==> src/rtl/bin_to_bcd_seq_if.sv <==
// Purpose: bundles the converter's request and result signals into one port group.
// Latency: none (wiring only).
// Backpressure: none; the converter ignores start while busy, so the requester watches busy/done.
//
// Signals:
//   start   - conversion request, sampled by the converter only while idle
//   bin_in  - unsigned binary value, captured on the accepting edge
//   busy    - conversion in progress
//   done    - one-cycle pulse when bcd_out/ovf are updated
//   ovf     - captured value was above 99 (bcd_out shows 8'hFF, i.e. both digits blank)
//   bcd_out - packed BCD result, tens in [7:4], units in [3:0]
interface bin_to_bcd_seq_if #(
    parameter int IN_WIDTH = 7
);
    logic                start;
    logic [IN_WIDTH-1:0] bin_in;
    logic                busy;
    logic                done;
    logic                ovf;
    logic [7:0]          bcd_out;

    // master: the requester / display path side
    modport master (
        output start,
        output bin_in,
        input  busy,
        input  done,
        input  ovf,
        input  bcd_out
    );

    // slave: the converter itself
    modport slave (
        input  start,
        input  bin_in,
        output busy,
        output done,
        output ovf,
        output bcd_out
    );
endinterface

==> src/rtl/bin_to_bcd_seq.sv <==
// Purpose: sequential binary -> two-digit packed BCD converter (shift-and-add-3), one shift per clock.
// Latency: IN_WIDTH+1 edges from the start-sampling edge until the done pulse; busy for IN_WIDTH cycles.
// Backpressure: none; start is ignored while busy (no queuing), results are held until the next completion.
//
// Ports:
//   clk - rising-edge clock
//   rst - asynchronous active-high reset
//   io  - bin_to_bcd_seq_if.slave: start, bin_in in; busy, done, ovf, bcd_out out
module bin_to_bcd_seq #(
    parameter int IN_WIDTH = 7
) (
    input  logic                  clk,
    input  logic                  rst,
    bin_to_bcd_seq_if.slave       io
);

    localparam int CNT_W = (IN_WIDTH > 1) ? $clog2(IN_WIDTH) : 1;
    localparam logic [CNT_W-1:0] LAST_CNT = CNT_W'(IN_WIDTH - 1);

    typedef enum logic [0:0] {
        ST_IDLE  = 1'b0,
        ST_SHIFT = 1'b1
    } state_t;

    state_t              state_q,   state_d;
    logic [IN_WIDTH-1:0] bin_q,     bin_d;      // captured value, shifted out MSB first
    logic [7:0]          acc_q,     acc_d;      // two-digit BCD accumulator
    logic [CNT_W-1:0]    cnt_q,     cnt_d;
    logic                big_q,     big_d;      // captured value exceeds 99
    logic [7:0]          bcd_out_q, bcd_out_d;
    logic                ovf_q,     ovf_d;
    logic                done_q,    done_d;

    logic [7:0] bin_ext;
    logic [7:0] acc_adj;
    logic [7:0] acc_shift;

    // Overflow is judged from the input value, since the accumulator drops the hundreds carry.
    assign bin_ext = 8'(io.bin_in);

    // Add-3 correction on each digit before the shift so it doubles into a valid BCD digit.
    assign acc_adj[3:0] = (acc_q[3:0] >= 4'd5) ? acc_q[3:0] + 4'd3 : acc_q[3:0];
    assign acc_adj[7:4] = (acc_q[7:4] >= 4'd5) ? acc_q[7:4] + 4'd3 : acc_q[7:4];

    // Shift {acc, bin} left by one; the bit leaving acc[7] is the discarded hundreds carry.
    assign acc_shift = {acc_adj[6:0], bin_q[IN_WIDTH-1]};

    always_comb begin
        state_d   = state_q;
        bin_d     = bin_q;
        acc_d     = acc_q;
        cnt_d     = cnt_q;
        big_d     = big_q;
        bcd_out_d = bcd_out_q;
        ovf_d     = ovf_q;
        done_d    = 1'b0;

        case (state_q)
            ST_IDLE: begin
                if (io.start) begin
                    bin_d   = io.bin_in;
                    acc_d   = 8'h00;
                    cnt_d   = '0;
                    big_d   = (bin_ext > 8'd99);
                    state_d = ST_SHIFT;
                end
            end
            ST_SHIFT: begin
                acc_d = acc_shift;
                bin_d = bin_q << 1;
                cnt_d = cnt_q + 1'b1;
                if (cnt_q == LAST_CNT) begin
                    // Last shift: publish the post-shift value, or blank both digits on overflow.
                    bcd_out_d = big_q ? 8'hFF : acc_shift;
                    ovf_d     = big_q;
                    done_d    = 1'b1;
                    cnt_d     = '0;
                    state_d   = ST_IDLE;
                end
            end
            default: begin
                state_d = ST_IDLE;
            end
        endcase
    end

    always_ff @(posedge clk or posedge rst) begin
        if (rst) begin
            state_q   <= ST_IDLE;
            bin_q     <= '0;
            acc_q     <= 8'h00;
            cnt_q     <= '0;
            big_q     <= 1'b0;
            bcd_out_q <= 8'h00;
            ovf_q     <= 1'b0;
            done_q    <= 1'b0;
        end else begin
            state_q   <= state_d;
            bin_q     <= bin_d;
            acc_q     <= acc_d;
            cnt_q     <= cnt_d;
            big_q     <= big_d;
            bcd_out_q <= bcd_out_d;
            ovf_q     <= ovf_d;
            done_q    <= done_d;
        end
    end

    // The state register is itself a flop, so busy is registered.
    assign io.busy    = (state_q == ST_SHIFT);
    assign io.done    = done_q;
    assign io.ovf     = ovf_q;
    assign io.bcd_out = bcd_out_q;

endmodule

==> src/flat_wrapper.sv <==
// flat-port wrapper written by rule: the top's interface ports become plain ports
module bin_to_bcd_seq_flat 
#(
    parameter int IN_WIDTH = 7
)
  (clk, rst, io_start, io_bin_in, io_busy, io_done, io_ovf, io_bcd_out);
  bin_to_bcd_seq_if #(.IN_WIDTH(IN_WIDTH)) io_i ();
  input  logic clk;
  input  logic rst;
  input wire logic [$bits(io_i.start)-1:0] io_start;
  input wire logic [$bits(io_i.bin_in)-1:0] io_bin_in;
  output wire logic [$bits(io_i.busy)-1:0] io_busy;
  output wire logic [$bits(io_i.done)-1:0] io_done;
  output wire logic [$bits(io_i.ovf)-1:0] io_ovf;
  output wire logic [$bits(io_i.bcd_out)-1:0] io_bcd_out;
  assign io_i.start = io_start;
  assign io_i.bin_in = io_bin_in;
  assign io_busy = io_i.busy;
  assign io_done = io_i.done;
  assign io_ovf = io_i.ovf;
  assign io_bcd_out = io_i.bcd_out;
  bin_to_bcd_seq #(.IN_WIDTH(IN_WIDTH)) u_core (.clk(clk), .rst(rst), .io(io_i));
endmodule
==> config.mk <==
export PLATFORM = sky130hd
export DESIGN_NAME = bin_to_bcd_seq_flat
export DESIGN_NICKNAME = d
export VERILOG_FILES = /design/src/rtl/bin_to_bcd_seq_if.sv /design/src/rtl/bin_to_bcd_seq.sv /design/src/flat_wrapper.sv
export SDC_FILE = /design/constraint.sdc
export NUM_CORES = 1
export LEC_CHECK = 0
export CORE_ASPECT_RATIO = 0.9
export CORE_MARGIN = 1
export CORE_UTILIZATION = 45
export CTS_CLUSTER_SIZE = 25
export DETAILED_ROUTE_END_ITERATION = 8
export PLACE_DENSITY_LB_ADDON = 0.15
export SETUP_SLACK_MARGIN = 0.4
export SYNTH_ARGS = -nofsm -noshare
export SYNTH_HDL_FRONTEND = slang
export SYNTH_SLANG_ARGS = --single-unit
==> constraint.sdc <==
create_clock -name clk -period 3.2 [get_ports clk]
set_input_delay 0.8 -clock clk [delete_from_list [all_inputs] [get_ports clk]]
set_output_delay 0.8 -clock clk [all_outputs]
set_load 0.05 [all_outputs]
==> results.md, run 1 <==
* Status: finished clean
* Largest stage delay on the critical path at 0.81 ns
* Synth Instances at between 100 and 150
* Leakage at 0.760 nW
* First-pass GRT wire length at 4370 um
* Clock power share at 11.5%
* GRT met1 Usage at roughly a quarter
* P_int at 980 uW
* Prevailing post-synth register cell: dfrtp_1
* Final Cycle Share at 72.3%
* # setup viols final at 0
* Tmin final at 2.32 ns
* FP Rows at 18
* Effective utilization at floorplan at 49.2%
* MaxCap Viol Count at 0
* Mean cell area of the mapped netlist at between 9 and 10 sq um
* Pwr dens at 1060 mW/mm^2
* Post-synth EDFFs at 0
* Design area at 0.00168 sq mm
* Clock Sinks at 30
* Warnings from Yosys at 0
* Clock insertion delay at the later pin of the skew report at 0.33 ns
* CTS tree: done
* Worst Path Buf+Inv at 1
* Share of power burned in registers at 37.8%
* Setup Skew at 0.0110 ns
* Crit path DAT at roughly 1.5 ns
* F_max at 432 MHz
* Drt first pass iters at 4
* Routed len/inst at 12.8 um
* Largest net degree at the start of global routing at 31
* Tot GR Track Use at 19.4%
* Yosys reg bits at 30
* Tightest Pin Transition at 0.492 ns
* Vias per cell at 5.16
* Final Util at 59.2%
* DR vias at roughly 1100
* Vias in the first global route at 980
* FFs w/ async S/R, synth at 100%
* Commonest non-fill, non-tap cell in the layout: dfrtp_1
* Max Buffers Root-to-Sink at 2
* Switch Pwr at 806 uW
* Worst vdd ir at 0.000413 V
* Syn_nets at 154
* CTS resizes at 0
* Fin. max-slew vios at 0
* ANT cells at 0
* CTS root buf: clkbuf_4
* # Post-CTS Setup Buffers at 0
* Worst slew margin at 67.1%
* TNS Setup at 0 ns
* Die Span Y at 54.8 um
* GRT overflow at 0
* Htree depth at 2
* Grt met3 use at 4.96%
* Critical path required time at between 2 and 2.5 ns
* Area growth from synthesis to final layout at 20.3%
* Final hold vios at 0
* GP Congestion at 0.784
* RSZ-0062 raised after global routing: no
* Share of layout cells above drive strength 1 at 9.15%
* Final #Nets at 178
* Overall power at 1.79 mW
* Critical path peak fanout at 2
* Number of distinct library cells after synthesis at 31
* Die Wd at 60.7 um
* Initial antenna violation count at 0
* Worst Hold Class: reg -> reg
* Gate power share at 50.8%
* Top Usage Layer GRT: met2
* DP Area at 0.00163 sq mm
* Sw Share at between 40% and 50%
* Crit-path slowest cell: clkdlybuf4s50_1
* Critical path class: reg -> out
* PortBufs at 20
* Seq/Total Area, Yosys at 53.8%
* Routed wire length at 2610 um
* Hpwl dp at between 1500 and 2000 um
* Post-route ant nets at 0
* Critical path cell sequence: clkdlybuf4s50_1
* CP Launch Type: register
* Initial DRC count at just over 40
* CP Capture Type: output pin
* Synthesized cell area at approximately 0.0014 sq mm
* Met2 global-route usage at 29.3%
* Highest-count cells in the layout ignoring fill and taps: dfrtp_1, nand2_1, clkdlybuf4s50_1
* Die Area at 0.00333 sq mm
* CORE AREA at 0.00284 sq mm
* Hold Buf Count CTS at 0
* Num ports at 21
* CP top delay family: buffers and inverters
* Worst-path clk slew at 0.09 ns
* # DRC at 0
* CTS Buf Count at 5
state kept, by name, indices dropped and copies added, names as in the netlist:
name and flops:
u_core.io.busy 1, u_core.bin_q 7, u_core.io.done 1, u_core.io.ovf 1, u_core.io.bcd_out 8, u_core.cnt_q 3, u_core.acc_q 8, u_core.big_q 1
layout make-up:
cell class / count / area [sq um]
clock buffers: 7 / 45.0
fillers: 269 / 1160
inverters: 8 / 30.0
multi-input cells: 96 / 581
flip-flops and latches: 30 / 751
well taps: 40 / 50.0
repair buffers: 23 / 223
worst paths after layout:
check	from	slack, ns	depth (start not counted)	end
max	u_core.io.bcd_out[2]	0.88	1	io_bcd_out[2]
min	u_core.io.bcd_out[0]	0.48	2	u_core.io.bcd_out[0]
max reg2reg	u_core.acc_q[0]	1.50	6	u_core.io.bcd_out[2]
min reg2reg	u_core.io.bcd_out[0]	0.48	2	u_core.io.bcd_out[0]
max in group asynchronous	rst	2.08	3	u_core.acc_q[4]
min in group asynchronous	rst	0.84	3	u_core.io.bcd_out[3]
power groups by stage:
stage | clock network, mW | registers [mW] | logic, mW
after floorplan | 0 | 0.876 | 0.463
after global placement | 0 | 0.672 | 0.887
after detailed placement | 0 | 0.682 | 0.910
after CTS | 0.211 | 0.675 | 0.913
after global routing | 0.230 | 0.698 | 0.996
final | 0.205 | 0.674 | 0.906
layer usage:
| layer | share of wire [%] | vias up | wire length, um |
|---|---|---|---|
| li1 | - | 525 | - |
| met1 | 48 | 493 | 1260 |
| met2 | 44 | 24 | 1150 |
| met3 | 4.3 | 10 | 113 |
| met4 | 3.1 | 0 | 82 |
| met5 | 0 | - | 0 |
per-stage QoR:
stage	std cells	setup WS, ns	hold slack, ns
floorplan	140	1.63	0.449
global placement	197	1.08	0.454
detailed placement	197	1.07	0.465
CTS	204	0.867	0.485
global route	204	0.833	0.514
finish	204	0.885	0.481
worst min-delay path, cell delays in order (launching register included):
cell and delay (ns):
dfrtp_1 0.35, nand2_1 0.05, nand2_1 0.05
cells by family after synthesis:
group / Yosys count / share of synthesized area, %
compound gates: 38 / 16.4
xor+xnor: 2 / 1.25
fa+ha+maj: 4 / 3.58
buf+inv: 14 / 4.66
flops: 30 / 53.8
mux: 9 / 6.63
simple gates: 43 / 13.7
Yosys cell counts, drive strengths merged, types with 2 or more instances:
cell	number	area [sq um]
mux2	2	22.5
o21ai	15	75.1
nor3	2	10.0
mux2i	7	70.1
nand3	3	20.0
a21oi	10	57.6
inv	8	30.0
nand2b	2	12.5
nand2	20	75.1
nor2	14	52.6
buf	5	31.3
xnor2	2	17.5
a31oi	3	18.8
dfrtp	30	751
ha	4	50.1
o22ai	4	25.0
No activity file was read; power rests on OpenSTA's default activity.
==> run 2, diff against run 1 <==
clock period = 2.4 ns   (was 3.2 ns; I/O delays follow)
==> results.md, run 2 (synthesis gave the netlist of run 1 again) <==
* Status: finished clean
* Post-route ant nets at 0 (unchanged)
* CTS root buf: clkbuf_4
* Num ports at 21 (unchanged)
* Effective utilization at floorplan at 49.2% (unchanged)
* Fin. max-slew vios at 0 (unchanged)
* Routed wire length at 2710 um (+3.9%)
* Critical path cell sequence: buf_4
* Sw Share at 45.9% (+0.75 points)
* Worst R2R End: u_core.acc_q[2]
* Drt first pass iters at 4 (unchanged)
* Die Wd at 60.7 um (unchanged)
* Tightest Pin Transition at 0.492 ns (-0.000740 ns)
* Die Span Y at 54.8 um (unchanged)
* Crit-path slowest cell: dfrtp_1
* Share of layout cells above drive strength 1 at 10.9% (+1.8 points)
* PortBufs at 20 (unchanged)
* Final Worst Setup Slack at 0.519 ns (-0.365 ns)
* Final #Nets at 178 (unchanged)
* Clock insertion delay at the later pin of the skew report at 0.34 ns (about the same)
* Vias in the first global route at 1034 (+5.5%)
* End of the worst hold path: u_core.io.ovf
* Critical path class: reg -> out
* Cell count along the critical path at 1 (unchanged)
* FP Rows at 18 (unchanged)
* Worst Path Buf+Inv at 1 (unchanged)
* RSZ-0062 raised after global routing: no
* Pwr dens at 1410 mW/mm^2 (+33%)
* Largest net degree at the start of global routing at 31 (unchanged)
* R2r startpoint: u_core.acc_q[0]
* Vias per cell at 5.20 (+0.84%)
* Largest stage delay on the critical path at 0.66 ns (-0.15 ns)
* Tot GR Track Use at 19.7% (+0.36 points)
* Setup Skew at 0.0118 ns (+0.000856 ns)
* Hpwl dp at 1940 um (+6.7%)
* Clock power share at 13.3% (+1.8 points)
* P_int at 1.28 mW (+31%)
* Routed len/inst at 13.2 um (+3.4%)
* CORE AREA at 0.00284 sq mm (unchanged)
* CP top delay family: flip-flops
* Share of power burned in registers at 38.8% (+1.0 points)
* CTS Buf Count at 5 (unchanged)
* Leakage at 0.783 nW (+3.1%)
* Hold Buf Count CTS at 0 (unchanged)
* DR vias at 1066 (+1.3%)
* CP Launch Type: register
* R2R cell count at 6 (unchanged)
* Initial DRC count at 41 (unchanged)
* # setup viols final at 0 (unchanged)
* ANT cells at 0 (unchanged)
* Critical path required time at 1.80 ns (-0.60 ns)
* Setup slack at placement at 0.632 ns (-0.433 ns)
* F_max at 532 MHz
* Initial antenna violation count at 0 (unchanged)
* Tmin final at between 1.5 and 2 ns
* CP Capture Type: output pin
* Switch Pwr at 1.09 mW (+35%)
* GRT overflow at 0 (unchanged)
* Hold path depth at 2 (unchanged)
* Clock Sinks at 30 (unchanged)
* Worst Hold Class: reg -> reg
* Crit path DAT at 1.28 ns (-0.24 ns)
* Final hold vios at 0 (unchanged)
* First-pass GRT wire length at 4540 um (+4.0%)
* Reg-to-reg slack, setup at 0.76 ns (-0.74 ns)
* GP Congestion at 0.839 (+7.0%)
* Worst-path clk slew at 0.09 ns (about the same)
* Worst slew margin at 67.2% (+0.15 points)
* Commonest non-fill, non-tap cell in the layout: dfrtp_1
* TNS Setup at 0 ns (unchanged)
* MaxCap Viol Count at 0 (unchanged)
* Highest-count cells in the layout ignoring fill and taps: dfrtp_1, nand2_1, o21ai_0, nor2_1, dlygate4sd2_1
* Hold_sp: u_core.io.ovf
* Area growth from synthesis to final layout at 20.3% (unchanged)
* Critical path peak fanout at 17 (+15)
* CTS tree: done
* Die Area at 0.00333 sq mm (unchanged)
* Worst vdd ir at 0.000697 V (+69%)
* Max Buffers Root-to-Sink at 2 (unchanged)
* # DRC at 0 (unchanged)
* Final Cycle Share at 78.4%
* Htree depth at 2 (unchanged)
* Gate power share at 47.8% (-3.0 points)
==> run 2: worst reg2reg max path, stage by stage (launching register included) <==
cell,delay (ns)
dfrtp_1,0.41
inv_1,0.11
ha_1,0.24
nand2b_1,0.10
a21oi_2,0.18
mux2_2,0.37
o22ai_1,0.16
==> run 2: what timing repair did <==
item	4_1_cts	5_1_grt
setup buffers	0	0
endpoints found under the setup margin	10	0
hold endpoints to repair	0	0
gates resized for setup	10	0
==> run 2: metal layers <==
metal,vias up,share of wire (%),wire [um],track usage (%)
li1,536,-,-,-
met1,503,47,1270,23.2
met2,19,47,1280,31.7
met3,8,3.8,103,5.67
met4,0,2.3,63,12.9
met5,-,0,0,0
==> run 2: power by group through the flow <==
| stage | Clock, mW | Combinational [mW] | Sequential [mW] |
|---|---|---|---|
| CTS | 0.330 | 1.14 | 0.917 |
| finish | 0.316 | 1.13 | 0.920 |
| detailed placement | 0 | 1.19 | 0.932 |
| floorplan | 0 | 0.617 | 1.17 |
| global placement | 0 | 1.16 | 0.918 |
| global route | 0.346 | 1.27 | 0.955 |
==> run 2: cell type report <==
type,count,area (sq um)
Sequential cell,30,751
Multi-Input combinational cell,96,581
Clock buffer,7,55.1
Timing Repair Buffer,23,208
Inverter,8,30.0
Clock inverter,1,5.00
Fill cell,275,1160
Tap cell,40,50.0
==> run 2: stage by stage <==
step           util [%]  cell area (sq um)  total power, mW  hold slack (ns)  cells
4_1_cts            59.2               1680             2.39            0.486    205
2_1_floorplan         -               1400             1.78            0.449    140
5_1_grt            59.2               1680             2.57            0.514    205
6_report           59.2               1680             2.37            0.479    205
3_5_place_dp       57.5               1630             2.12            0.469    197
3_3_place_gp       57.5               1630             2.07            0.451    197
==> run 2: worst max-delay path by stage <==
stage	endpoint	start	slack, ns
floorplan	u_core.acc_q[2]	u_core.acc_q[0]	0.92
global placement	u_core.big_q	io_bin_in[4]	0.67
detailed placement	u_core.cnt_q[2]	io_start	0.63
CTS	io_busy	u_core.io.busy	0.51
global route	io_busy	u_core.io.busy	0.44
finish	io_busy	u_core.io.busy	0.52
==> patch (config.mk and constraints of run 1) <==
`IN_WIDTH` is set to 7 in 3 places; all go to 14.
--- a/src/rtl/bin_to_bcd_seq_if.sv
+++ b/src/rtl/bin_to_bcd_seq_if.sv
@@ -11,5 +11,5 @@
 //   bcd_out - packed BCD result, tens in [7:4], units in [3:0]
 interface bin_to_bcd_seq_if #(
-    parameter int IN_WIDTH = 7
+    parameter int IN_WIDTH = 14
 );
     logic                start;
--- a/src/rtl/bin_to_bcd_seq.sv
+++ b/src/rtl/bin_to_bcd_seq.sv
@@ -8,5 +8,5 @@
 //   io  - bin_to_bcd_seq_if.slave: start, bin_in in; busy, done, ovf, bcd_out out
 module bin_to_bcd_seq #(
-    parameter int IN_WIDTH = 7
+    parameter int IN_WIDTH = 14
 ) (
     input  logic                  clk,
--- a/src/flat_wrapper.sv
+++ b/src/flat_wrapper.sv
@@ -2,5 +2,5 @@
 module bin_to_bcd_seq_flat 
 #(
-    parameter int IN_WIDTH = 7
+    parameter int IN_WIDTH = 14
 )
   (clk, rst, io_start, io_bin_in, io_busy, io_done, io_ovf, io_bcd_out);
Interface: changed (resized io_bin_in); port bits go from 21 to 28. The function was not compared with the original's and may differ.
==> patch against run 1 <==
Hold slack improved by 2.4 ps. Worst setup slack improved by 49 ps. Global-route usage decreased by 1.4 points. Largest cell class unchanged. Register-to-register slack improved by 90 ps. Largest power group unchanged. Sequential power increased by 24%. Sequential share of layout area decreased by 1.5 points. Routed wire length increased by 36%. Design area increased by 31%. Sequential cell count increased by 8. Synthesized area increased by 31%. First-iteration DRC count increased by 68%. Total power increased by 21%.
==> patch: results (changes against run 1) <==
Max VDD drop 0.4534 mV (was 0.4131 mV); postcts setup bufs 0 (unchanged); global-route wire length before repair 6065 um (was 4367 um); status finished, final reports clean (unchanged); port buffer count 27 (was 20); grt met2 use 0.2731 (was 0.2930); P_leak 0.001011 uW (was 0.0007595 uW); sequential area share after synthesis 0.5216 (was 0.5376); dpl ws 919.2 ps (was 1065 ps); post_cts resized 0 (unchanged); Top FF cell, synth dfrtp_1 (unchanged); Final #Nets 230 (was 178); Max Cap Violations 0 (unchanged); Synth cell types 32 (was 31); gr usage total 0.1798 (was 0.1937); Clock Path Buffers 2 (unchanged); crit-path max cell delay 810 ps (about the same); HP Class flip-flop to flip-flop (unchanged); Top Metal Used met4 (unchanged); CP Max Fanout 2 (unchanged); Synth async-reset ratio 1.000 (unchanged); Yosys Warn Count 0 (unchanged); initial antenna violation count 0 (unchanged); DRT met1 WL 1779 um (was 1262 um); layout cells sized above 1 0.08252 (was 0.09146); Slew @ Worst Pin 560.5 ps (was 492.3 ps); Placed Area 0.002118 mm^2 (was 0.001634 mm^2); met2 wire length 1563 um (was 1154 um); metal3 WL 159 um (was 113 um); Mapped Nets 202 (was 154); dpl hpwl 2526 um (was 1820 um); DR vias/cell 5.294 (was 5.157); met3 Use GR 0.05806 (was 0.04965); Worst EP arrival 1470 ps (was 1520 ps); Worst-path clk slew 70 ps (was 90 ps); CTS buffer count 5 (unchanged); routability cong. 0.8140 (was 0.7838); Syn Inst Count 179 (was 140); Iter 0 DRT Violations 69 (was 41); routed wire length 3541 um (was 2612 um); CP max stage cell clkdlybuf4s50_1 (unchanged); GRT met1 Usage 0.2452 (was 0.2432); vias in the first global route 1,332 (was 980); largest register by flop count u_core.bin_q; commonest cells in the netlist 38 x dfrtp_1, 24 x nand2_1, 21 x o21ai_0 (was 30 x dfrtp_1, 20 x nand2_1, 14 x nor2_1, 14 x o21ai_0, 8 x a21oi_1); diode count 0 (unchanged); Detailed Routing Iterations Pass 1 4 (unchanged); number of H-tree levels 2 (unchanged); clk_skew 6.561 ps (was 10.98 ps); largest net degree at the start of global routing 45 (was 31); max reg flops 14; Finished Layout Cells 252 (was 204); Worst-Skew Late Latency 290 ps (was 330 ps); Root Buffer clkbuf_8 (was clkbuf_4); synth top area cells dfrtp_1 52%, mux2i_1 8.2%, o21ai_0 5.8% (was dfrtp_1 54%, nand2_1 5.4%, mux2i_1 5.0%)
[patch: cell count changes after synthesis, moves of 2 or more]
cell / run 1 / this run
a21o_1: 1 / 4
a31oi_1: 3 / 5
buf_4: 0 / 2
clkbuf_1: 1 / 3
dfrtp_1: 30 / 38
ha_1: 4 / 6
inv_1: 7 / 9
mux2i_1: 7 / 15
nand2_1: 20 / 24
nor2_1: 14 / 12
nor3b_1: 1 / 3
o21ai_0: 14 / 21
o22a_1: 0 / 2
o22ai_1: 4 / 2
[patch: final timing paths]
check	from	endpoint	slack [ps]	cells after the start
worst max-delay path	u_core.io.bcd_out[7]	io_bcd_out[7]	930	1
worst min-delay path	u_core.bin_q[8]	u_core.bin_q[9]	480	2
worst max register to register	u_core.acc_q[0]	u_core.acc_q[2]	1590	6
worst min register to register	u_core.bin_q[8]	u_core.bin_q[9]	480	2
max in group asynchronous	rst	u_core.io.bcd_out[3]	1630	3
min in group asynchronous	rst	u_core.bin_q[12]	850	2
[patch: cell type report]
class / instances / area (um^2)
Sequential cell: 38 / 950.9
Inverter: 11 / 42.54
Fill cell: 331 / 1609
Tap cell: 46 / 57.56
Multi-Input combinational cell: 121 / 777.0
Clock buffer: 6 / 82.58
Timing Repair Buffer: 30 / 290.3
[patch: cell families after synthesis]
logic type | count (synthesis) | share of synthesized area
xor gates and xnor gates | 2 | 0.009611
and+or+nand+nor | 49 | 0.1256
muxes | 16 | 0.09059
DFF | 38 | 0.5216
buffers and inverters | 20 | 0.05215
AOI/OAI and AO/OA | 48 | 0.1592
adders and majority gates | 6 | 0.04118
[patch: power by group]
part / total, uW / leakage (uW) / internal, uW / switching, uW
Clock: 320 / 0.0000431 / 166 / 154
Combinational: 999 / 0.000491 / 410 / 589
Sequential: 835 / 0.000477 / 674 / 161
